**src/rtl/blk_pkg.sv**
```systemverilog
// Shared types and widths for the block scan controller and its counters.
package blk_pkg;

    localparam int PIX_W = 24;

    typedef enum logic [1:0] {
        WAIT_VS = 2'd0,
        ACTIVE  = 2'd1,
        DONE    = 2'd2
    } scan_state_t;

    // Counter width that stays legal for a modulus of 1.
    function automatic int cnt_w(input int n);
        return (n > 1) ? $clog2(n) : 1;
    endfunction

endpackage

```
**src/rtl/blk_cnt.sv**
```systemverilog
// Mod-N counter with synchronous clear, enable, a combinational terminal tick
// and a registered wrap pulse that lines up with the registered outputs.
module blk_cnt
    import blk_pkg::*;
#(
    parameter int N = 2,
    parameter int W = cnt_w(N)
) (
    input  logic         clk_i,
    input  logic         rst_ni,
    input  logic         clr,
    input  logic         en,
    output logic [W-1:0] val,
    output logic         tick,
    output logic         wrap
);

    logic [W-1:0] cnt;

    // Clear applies before the enable of the same cycle, so the current event counts as index 0.
    assign val  = clr ? '0 : cnt;
    assign tick = en & (val == W'(N - 1));

    always_ff @(posedge clk_i or negedge rst_ni) begin
        if (!rst_ni) begin
            cnt  <= '0;
            wrap <= 1'b0;
        end else begin
            wrap <= tick;
            if (tick)
                cnt <= '0;
            else if (en)
                cnt <= val + W'(1);
            else
                cnt <= val;
        end
    end

endmodule

```
**src/rtl/blk_scan.sv**
```systemverilog
// Raster scan controller and pixel mixer: derives block indices and save strobes
// for the luminance buffer and inverts pixels of blocks the buffer flags bright.
module blk_scan
    import blk_pkg::*;
#(
    parameter int HBLKS = 10,
    parameter int VBLKS = 10,
    parameter int HPXS  = 30,
    parameter int VPXS  = 30
) (
    input  logic                     clk_i,
    input  logic                     rst_ni,
    input  logic                     vs_i,
    input  logic                     hs_i,
    input  logic                     de_i,
    input  logic [PIX_W-1:0]         data_i,
    input  logic                     en_i,
    input  logic                     rx_i,
    output logic [cnt_w(HBLKS)-1:0]  ht_o,
    output logic [cnt_w(VBLKS)-1:0]  vt_o,
    output logic                     h_save_o,
    output logic                     v_save_o,
    output logic                     de_o,
    output logic [PIX_W-1:0]         wd_o,
    output logic                     vs_o,
    output logic                     hs_o,
    output logic                     de_vo,
    output logic [PIX_W-1:0]         data_o
);

    localparam int HTW = cnt_w(HBLKS);
    localparam int VTW = cnt_w(VBLKS);
    localparam int HCW = cnt_w(HPXS);
    localparam int VCW = cnt_w(VPXS);

    function automatic logic [PIX_W-1:0] mix_pix(input logic [PIX_W-1:0] pix, input logic inv);
        return inv ? ~pix : pix;
    endfunction

    scan_state_t    state;
    logic           in_reg;
    logic           vs_p0;
    logic           hs_p0;
    logic           de_p0;

    logic           vs_rise;
    logic           de_rise;
    logic           de_fall;
    logic           act;
    logic           h_clr;
    logic           in_eff;
    logic           pix;

    logic [HCW-1:0] hcnt_val;
    logic           hcnt_tick;
    logic [HTW-1:0] ht_val;
    logic           ht_tick;
    logic           ht_wrap;
    logic [VCW-1:0] vcnt_val;
    logic           vcnt_tick;
    logic [VTW-1:0] vt_val;
    logic           vt_tick;
    logic           vt_wrap;
    logic           unused_ok;

    // The delayed syncs double as the edge-detect history.
    assign vs_rise = vs_i & ~vs_p0;
    assign de_rise = de_i & ~de_p0;
    assign de_fall = ~de_i & de_p0;

    // A vs edge resolves first, so a coincident de edge already sees the ACTIVE state.
    assign act    = vs_rise | (state == ACTIVE);
    assign h_clr  = vs_rise | de_rise;
    assign in_eff = act & (de_rise | (in_reg & ~vs_rise));
    assign pix    = de_i & in_eff;

    blk_cnt #(.N(HPXS), .W(HCW)) u_hcnt (
        .clk_i  (clk_i),
        .rst_ni (rst_ni),
        .clr    (h_clr),
        .en     (pix),
        .val    (hcnt_val),
        .tick   (hcnt_tick),
        .wrap   (h_save_o)
    );

    blk_cnt #(.N(HBLKS), .W(HTW)) u_ht (
        .clk_i  (clk_i),
        .rst_ni (rst_ni),
        .clr    (h_clr),
        .en     (hcnt_tick),
        .val    (ht_val),
        .tick   (ht_tick),
        .wrap   (ht_wrap)
    );

    blk_cnt #(.N(VPXS), .W(VCW)) u_vcnt (
        .clk_i  (clk_i),
        .rst_ni (rst_ni),
        .clr    (vs_rise),
        .en     (de_fall & act),
        .val    (vcnt_val),
        .tick   (vcnt_tick),
        .wrap   (v_save_o)
    );

    blk_cnt #(.N(VBLKS), .W(VTW)) u_vt (
        .clk_i  (clk_i),
        .rst_ni (rst_ni),
        .clr    (vs_rise),
        .en     (vcnt_tick),
        .val    (vt_val),
        .tick   (vt_tick),
        .wrap   (vt_wrap)
    );

    assign unused_ok = ^{hcnt_val, vcnt_val, ht_wrap, vt_wrap};

    always_ff @(posedge clk_i or negedge rst_ni) begin
        if (!rst_ni) begin
            state  <= WAIT_VS;
            in_reg <= 1'b0;
            vs_p0  <= 1'b0;
            hs_p0  <= 1'b0;
            de_p0  <= 1'b0;
            ht_o   <= '0;
            vt_o   <= '0;
            de_o   <= 1'b0;
            wd_o   <= '0;
            vs_o   <= 1'b0;
            hs_o   <= 1'b0;
            de_vo  <= 1'b0;
            data_o <= '0;
        end else begin
            if (act)
                state <= vt_tick ? DONE : ACTIVE;
            in_reg <= in_eff & ~ht_tick;

            // p0: buffer-side outputs, one cycle after the input pixel
            vs_p0 <= vs_i;
            hs_p0 <= hs_i;
            de_p0 <= de_i;
            ht_o  <= ht_val;
            vt_o  <= vt_val;
            de_o  <= pix;
            wd_o  <= data_i;

            // p1: video outputs, mixed with the block decision for the p0 pixel
            vs_o   <= vs_p0;
            hs_o   <= hs_p0;
            de_vo  <= de_p0;
            data_o <= mix_pix(wd_o, en_i & rx_i & de_o);
        end
    end

endmodule

```
**config.mk**
```make
export PLATFORM = sky130hd
export DESIGN_NAME = blk_scan
export DESIGN_NICKNAME = d
export VERILOG_FILES = /design/src/rtl/blk_pkg.sv /design/src/rtl/blk_cnt.sv /design/src/rtl/blk_scan.sv
export SDC_FILE = /design/constraint.sdc
export NUM_CORES = 1
export LEC_CHECK = 0
export ABC_AREA = 1
export CAP_MARGIN = 30
export CELL_PAD_IN_SITES_DETAIL_PLACEMENT = 1
export CELL_PAD_IN_SITES_GLOBAL_PLACEMENT = 2
export CORE_MARGIN = 5
export CORE_UTILIZATION = 27
export CTS_CLUSTER_DIAMETER = 50
export DETAILED_ROUTE_END_ITERATION = 10
export PLACE_DENSITY = 0.84
export SLEW_MARGIN = 40
export SYNTH_ARGS = -nofsm -noshare
export SYNTH_HDL_FRONTEND = slang
export SYNTH_SLANG_ARGS = --single-unit
```
**constraint.sdc**
```tcl
create_clock -name clk_i -period 1.5 [get_ports clk_i]
set_input_delay 0.3 -clock clk_i [delete_from_list [all_inputs] [get_ports clk_i]]
set_output_delay 0.3 -clock clk_i [all_outputs]
set_load 0.01 [all_outputs]
```
# ---- Word-level counts from Yosys, hierarchy flattened
# Cells that the tools add are included.
dict set report classes {
  muxes 14
  n_addsub 4
  eq_ne 5
  bitwise_logic 23
}
# operator n
set op_table {}
lappend op_table {{5-bit two-way mux} 6}
lappend op_table {{24-bit two-way mux} 1}
lappend op_table {{4-bit two-way mux} 6}
lappend op_table {{24-bit NOT} 1}
lappend op_table {{1-bit bitwise AND} 14}
lappend op_table {{5-bit by 1-bit adder with 5-bit output (second input constant)} 2}
lappend op_table {{5-bit equality test (second input constant)} 2}
lappend op_table {{4-bit by 1-bit adder with 4-bit output (second input constant)} 2}
lappend op_table {{4-bit equality test (second input constant)} 2}
lappend op_table {{1-bit NOT} 5}
lappend op_table {{1-bit bitwise OR} 3}
lappend op_table {{2-bit by 1-bit equality test with 1-bit output (second input constant)} 1}
lappend op_table {{2-bit two-way mux} 1}
dict set report totals {
  output_inout_bits 62
  register_bits 86
}

# ---- Logic depth before layout (Yosys ltp)
# Gate-level depths: netlist (run 1).
dict set report logic_depth {
  ltp_word 11
  depth_mapped 13
  mapped_depth_nobuf 12
}

# ---- Modules after synthesis
# A second synthesis (run 1) with hierarchy kept.
dict set report unflattened {
  cells_unflattened 273
  hier_area_um2 3338.2
}
# module instances area_per_inst_um2 cells_per_inst seq_area_each_um2
set by_module_without_submodules {}
lappend by_module_without_submodules {blk_scan 1 2149.6 113 1651.6}
lappend by_module_without_submodules {{blk_cnt at u_hcnt ...} 2 332.8 45 150.1}
lappend by_module_without_submodules {{blk_cnt at u_ht ...} 2 261.5 35 125.1}

# ---- Worst setup path after synthesis (run 1)
# No wires, ideal clock.
dict set report synth_path {
  path_kind {register to register}
  from {register vs_p0}
  to {register u_vt.cnt[2]}
  arrival_ns 1.397
  period_less_slack_ns 1.514
  path_slack_ns -0.014
  path_stages_with_launch 12
  required_ns 1.383
  path_cell_list {dfrtp_1 > inv_1 > nand2_4 > inv_2 > nor2_1 > ha_1 > nand3_2 > nor2_4 > buf_6 > nand2_4 > nor2_1 > nor2_1}
}
dict set report synth_via {
  elab_chain_len 7
  word_cells_on_any_way 13
}
# element line_no
set synth_rtl {}
lappend synth_rtl {{start, declared} blk_scan.sv:42} ;# logic vs_p0;
lappend synth_rtl {{start signal, assigned} blk_scan.sv:140} ;# vs_p0 <= vs_i;
lappend synth_rtl {{1-bit NOT (*)} blk_scan.sv:67} ;# assign vs_rise = vs_i & ~vs_p0;
lappend synth_rtl {{1-bit bitwise AND (*)} blk_scan.sv:67}
lappend synth_rtl {{5-bit two-way mux / 1-bit bitwise OR (equally long branches)} {blk_cnt.sv:21, blk_scan.sv:72}}
lappend synth_rtl {{5-bit equality test / 1-bit bitwise AND (equally long branches)} {blk_cnt.sv:22, blk_scan.sv:101}}
lappend synth_rtl {{1-bit bitwise AND (*)} blk_cnt.sv:22} ;# assign tick = en & (val == W'(N - 1));
lappend synth_rtl {{net u_vcnt.tick} blk_cnt.sv:14} ;# output logic tick,
lappend synth_rtl {{4-bit two-way mux / 1-bit bitwise AND (equally long branches)} {blk_cnt.sv:32, blk_cnt.sv:22}}
lappend synth_rtl {{4-bit two-way mux (*)} blk_cnt.sv:30} ;# if (tick)
lappend synth_rtl {{end signal, assigned} blk_cnt.sv:33} ;# cnt <= val + W'(1);
lappend synth_rtl {{end signal, assigned} blk_cnt.sv:35} ;# cnt <= val;
lappend synth_rtl {{end, declared} blk_cnt.sv:18} ;# logic [W-1:0] cnt;
# The timed path passes the listed nets; every way through them passes the cells marked *.
# A chain may end at the register's enable or synchronous reset.

# ---- Worst setup path in the final report (run 1)
dict set report layout_path {
  from {register vs_p0}
  to {register u_ht.cnt[2]}
}
dict set report layout_via {
  word_cells_on_any_way 18
}
# element line_no
set layout_lines {}
lappend layout_lines {{1-bit NOT (*)} blk_scan.sv:67}
lappend layout_lines {{1-bit bitwise AND (*)} blk_scan.sv:67}
lappend layout_lines {{1-bit bitwise OR (*)} blk_scan.sv:73} ;# assign h_clr = vs_rise | de_rise;
lappend layout_lines {{4-bit two-way mux (*)} blk_cnt.sv:21} ;# assign val = clr ? '0 : cnt;
lappend layout_lines {{net ht_val[0]} blk_scan.sv:56} ;# logic [HTW-1:0] ht_val;
lappend layout_lines {{4-bit by 1-bit adder with 4-bit output / 4-bit equality test (equally long branches)} {blk_cnt.sv:33, blk_cnt.sv:22}}
lappend layout_lines {{4-bit two-way mux / 1-bit bitwise AND (equally long branches)} {blk_cnt.sv:32, blk_cnt.sv:22}}
lappend layout_lines {{4-bit two-way mux (*)} blk_cnt.sv:30}
lappend layout_lines {{end signal, assigned} blk_cnt.sv:33}
lappend layout_lines {{end signal, assigned} blk_cnt.sv:35}
lappend layout_lines {{end, declared} blk_cnt.sv:18}
# Marks and branches as above.

==> run summary, run 1 <==
The run finished, with violations left. The checks that failed: setup timing. Number of fill cells: 1280.

The tightest min-delay check is of the input pin to flip-flop type. The run gives -0.134 ns as the post-layout worst setup margin. For this design the top-level I/O count stands at 93. Worst setup skew after layout: 0.00723 ns. Across the run, the number of max-cap violations was 0. In the layout the commonest cells are sky130_fd_sc_hd__dfrtp_1, sky130_fd_sc_hd__dlygate4sd2_1, sky130_fd_sc_hd__buf_4. Together, buffers and inverters on the worst path number 5. After the first detailed-routing iteration, the DRC count stood at 127.

The HPWL after detailed placement is 6200 µm. Power spread over the standard cell area amounts to 1040 nW/µm². The number of setup violations in the final report is 17. After detailed routing, the average wire length per cell comes to 15.1 µm. The number of failing hold endpoints at the final stage is 0, and the final-layout worst hold slack is 0.277 ns. Counting flops and latches in the post-synthesis netlist gives 86. Detailed routing inserted a total of 2473 vias. The largest incremental delay on the critical path was 0.36 ns; the number of cells in the finished layout apart from fillers was 590. After clock tree synthesis, the clock-pin slew on the worst setup and hold paths is 0.06 ns. Across the VDD grid, the largest voltage drop is 0.482 mV. Counting along the longest clock path gives a buffer depth of 2. The floorplan step set the die height to 121 µm. Buffers placed on the I/O ports in this run total 92. The first global-routing pass estimated 13900 µm of wire. The remaining antenna violation count after routing was 0; the cell count after synthesis was 273. Once placement completed, the tool counted placed cells totaling 553. In this design, the largest share of critical-path delay is due to simple AND/OR/NAND/NOR gates.

The layout cell share with drive strength beyond 1 is 34.3%, and the post-synth net total is 310. The synthesis-to-finish area growth was 63.9%; the required time of the worst setup path was 1.72 ns. The placeable core region came out at 12000 µm². TritonCTS built the clock tree. Dividing the synthesized area by the synthesized cell count gives 12.1 µm². In this run the core area contains 40 standard-cell rows. Path type of the worst setup path: flip-flop to flip-flop. The number of unique standard cell types used by synthesis was 30. The cell sitting at the root of the clock tree is a sky130_fd_sc_hd__clkbuf_16. The synthesized netlist occupies a cell area of 3310 µm². The logs give 0 for the total global routing overflow and 12.2% for the total track usage. Entering global routing, the biggest net connects 48 pins. The floorplan step defined a die boundary enclosing 14600 µm². For this configuration, the core starts out at a cell density of 27.6%. The post-synthesis sequential area ratio was 64.9%; the relative slew slack was 74.5%. The slowest stage of the critical path belongs to the cell sky130_fd_sc_hd__dfrtp_1. STA puts the critical path data arrival time at 1.86 ns. The analysis attributes to cell leakage a power of 2.63 nW. Before antenna repair, the detailed router went through 4 iterations.

Dividing the detail-routed via count by the number of cells gives 4.19. The max-slew violation count was 0. The largest registers in the layout are data_o: 24 flops, wd_o: 24 flops. The number of flops mapped to enable cells by yosys works out to 0. For the yosys synthesis warning count, the log shows 0. The routed design could run at a clock period as short as 1.63 ns. After detailed routing, the number of remaining DRC violations is 0. The later pin in the worst-skew pair is clocked with a latency of 0.34 ns.

Setup repair after global routing could not meet its margin everywhere. For the number of H-tree levels, the log shows 3. The cell repeated most along the worst path was sky130_fd_sc_hd__nand2_2. Routability-driven placement finished with a final weighted congestion of 0.788.

The number of buffers created by CTS was 9. The share of flip-flops with an asynchronous set or reset is 100%, and the horizontal extent of the die is 121 µm. The repair_antennas step left the layout with diodes totalling 0.

Among all flip-flop cells after synthesis, the most frequent one is sky130_fd_sc_hd__dfrtp_1. At the pin with the least slew margin, the transition time is 0.381 ns. The via count of the first global-routing pass is 2735.

STA classifies the critical path startpoint as a flip-flop. The tools report the wire length reported by the detailed router as 8920 µm. In the final design database the tool counted 475 nets. Of all nets on the critical path, the largest fanout is 5. Traced cell by cell, the critical path runs through inv_2, nand2_4, buf_12, nand2_8, inv_4, nand2_2, inv_2, ha_2, inv_1, nor2_2, nand2_2, nand2_2, a21oi_2. Leaving out fill and tap cells, the most frequent cell in the layout is sky130_fd_sc_hd__dfrtp_1. The endpoint kind of the worst setup timing path is a flip-flop.

Derived from the worst setup path, the maximum achievable clock frequency is 612 MHz. The tree built by TritonCTS fans out to 86 sinks. The initial antenna violation count came out at 0. The period utilization came out at 109%.
[cells in the mapped netlist, types with 2 or more instances]
master                     n  area, µm²
sky130_fd_sc_hd__dfrtp_1  86       2150
sky130_fd_sc_hd__nand2_1  32        120
sky130_fd_sc_hd__inv_1    31        116
sky130_fd_sc_hd__xnor2_1  25        219
sky130_fd_sc_hd__nor2_1   21       78.8
sky130_fd_sc_hd__nand3_1  11       55.1
sky130_fd_sc_hd__o21ai_0   7       35.0
sky130_fd_sc_hd__ha_1      6       75.1
sky130_fd_sc_hd__nor2_4    6       67.6
sky130_fd_sc_hd__nand4_1   5       31.3
sky130_fd_sc_hd__nor2_2    5       31.3
sky130_fd_sc_hd__inv_2     4       15.0
sky130_fd_sc_hd__nand2_2   4       25.0
sky130_fd_sc_hd__a21oi_1   3       15.0
sky130_fd_sc_hd__nand2_4   3       33.8
sky130_fd_sc_hd__nand3_2   3       30.0
sky130_fd_sc_hd__nor3_1    3       15.0
sky130_fd_sc_hd__xor2_1    3       26.3
sky130_fd_sc_hd__buf_2     2       10.0
sky130_fd_sc_hd__nand3_4   2       35.0
sky130_fd_sc_hd__o21a_1    2       15.0
[final timing paths]
| path | startpoint | end | cells past startpoint | slack [ns] |
|---|---|---|---|---|
| worst max-delay path | vs_p0 | u_ht.cnt[2] | 13 | -0.13 |
| worst min-delay path | vs_i | vs_p0 | 1 | 0.28 |
| worst max register to register | vs_p0 | u_ht.cnt[2] | 13 | -0.13 |
| worst min register to register | hs_p0 | hs_o | 0 | 0.36 |
| max in group asynchronous | rst_ni | u_vt.cnt[2] | 3 | 0.54 |
| min in group asynchronous | rst_ni | wd_o[14] | 2 | 0.40 |
[cell type report]
type | count | area (µm²) | share of cell area [%]
sequential | 86 | 2150 | 39.6
tap | 147 | 184 | 3.39
inverter | 35 | 144 | 2.65
multi-input combinational | 148 | 1200 | 22.1
timing repair buffer | 158 | 1470 | 27.0
clock inverter | 6 | 45.0 | 0.829
clock buffer | 10 | 239 | 4.40
[kinds of logic (layout without fill, tap and decap cells)]
family / after synthesis / count (layout) / share of synthesized area [%]
simple gates: 98 / 98 / 17.1
flops: 86 / 86 / 64.9
buf+inv: 39 / 209 / 5.21
xor+xnor: 28 / 28 / 7.40
compound gates: 16 / 16 / 3.10
fa+ha+maj: 6 / 6 / 2.26
[per-layer routing]
layer	track usage, %	vias to the layer above	part of all wire (%)
met5	0	-	0
met4	5.31	0	1.5
met3	2.99	11	4.8
met2	21.2	70	51
met1	14.2	1209	43
li1	-	1183	-
[where the power goes]
part	internal [W]	switching [W]	total (W)
registers	0.00247	0.0000761	0.00255
clock network	0.00117	0.000914	0.00209
logic	0.000510	0.000482	0.000992
[metrics by stage]
step	instance area [µm²]	total power (W)	worst slack (ns)	TNS [ns]	utilization, %
final	5430	0.00563	-0.134	-1.30	45.2
after CTS	5200	0.00558	-0.101	-1.05	43.3
after floorplan	3320	0.00293	0.00265	0	-
after detailed placement	4770	0.00347	-0.558	-10.98	39.7
after global placement	4770	0.00345	-0.468	-9.48	39.7
after global routing	5430	0.00589	-0.216	-3.24	45.2
[timing repair]
item,CTS,global route
hold endpoints to repair,22,0
pin swaps,13,18
gates resized for setup,95,45
setup buffers,10,12
hold buffers,1,0
endpoints found under the setup margin,75,29
(Power assumes the default switching activity.)
==> run 2, diff against run 1 <==
CAP_MARGIN = unset   (was 30)
==> results of run 2 <==
Same layout as run 1: the final DEF is identical, and so are final timing and power.
==> run 3, diff against run 2 <==
SLEW_MARGIN = unset   (was 40)
==> results of run 3 <==
Same layout as run 1: the final DEF is identical, and so are final timing and power.
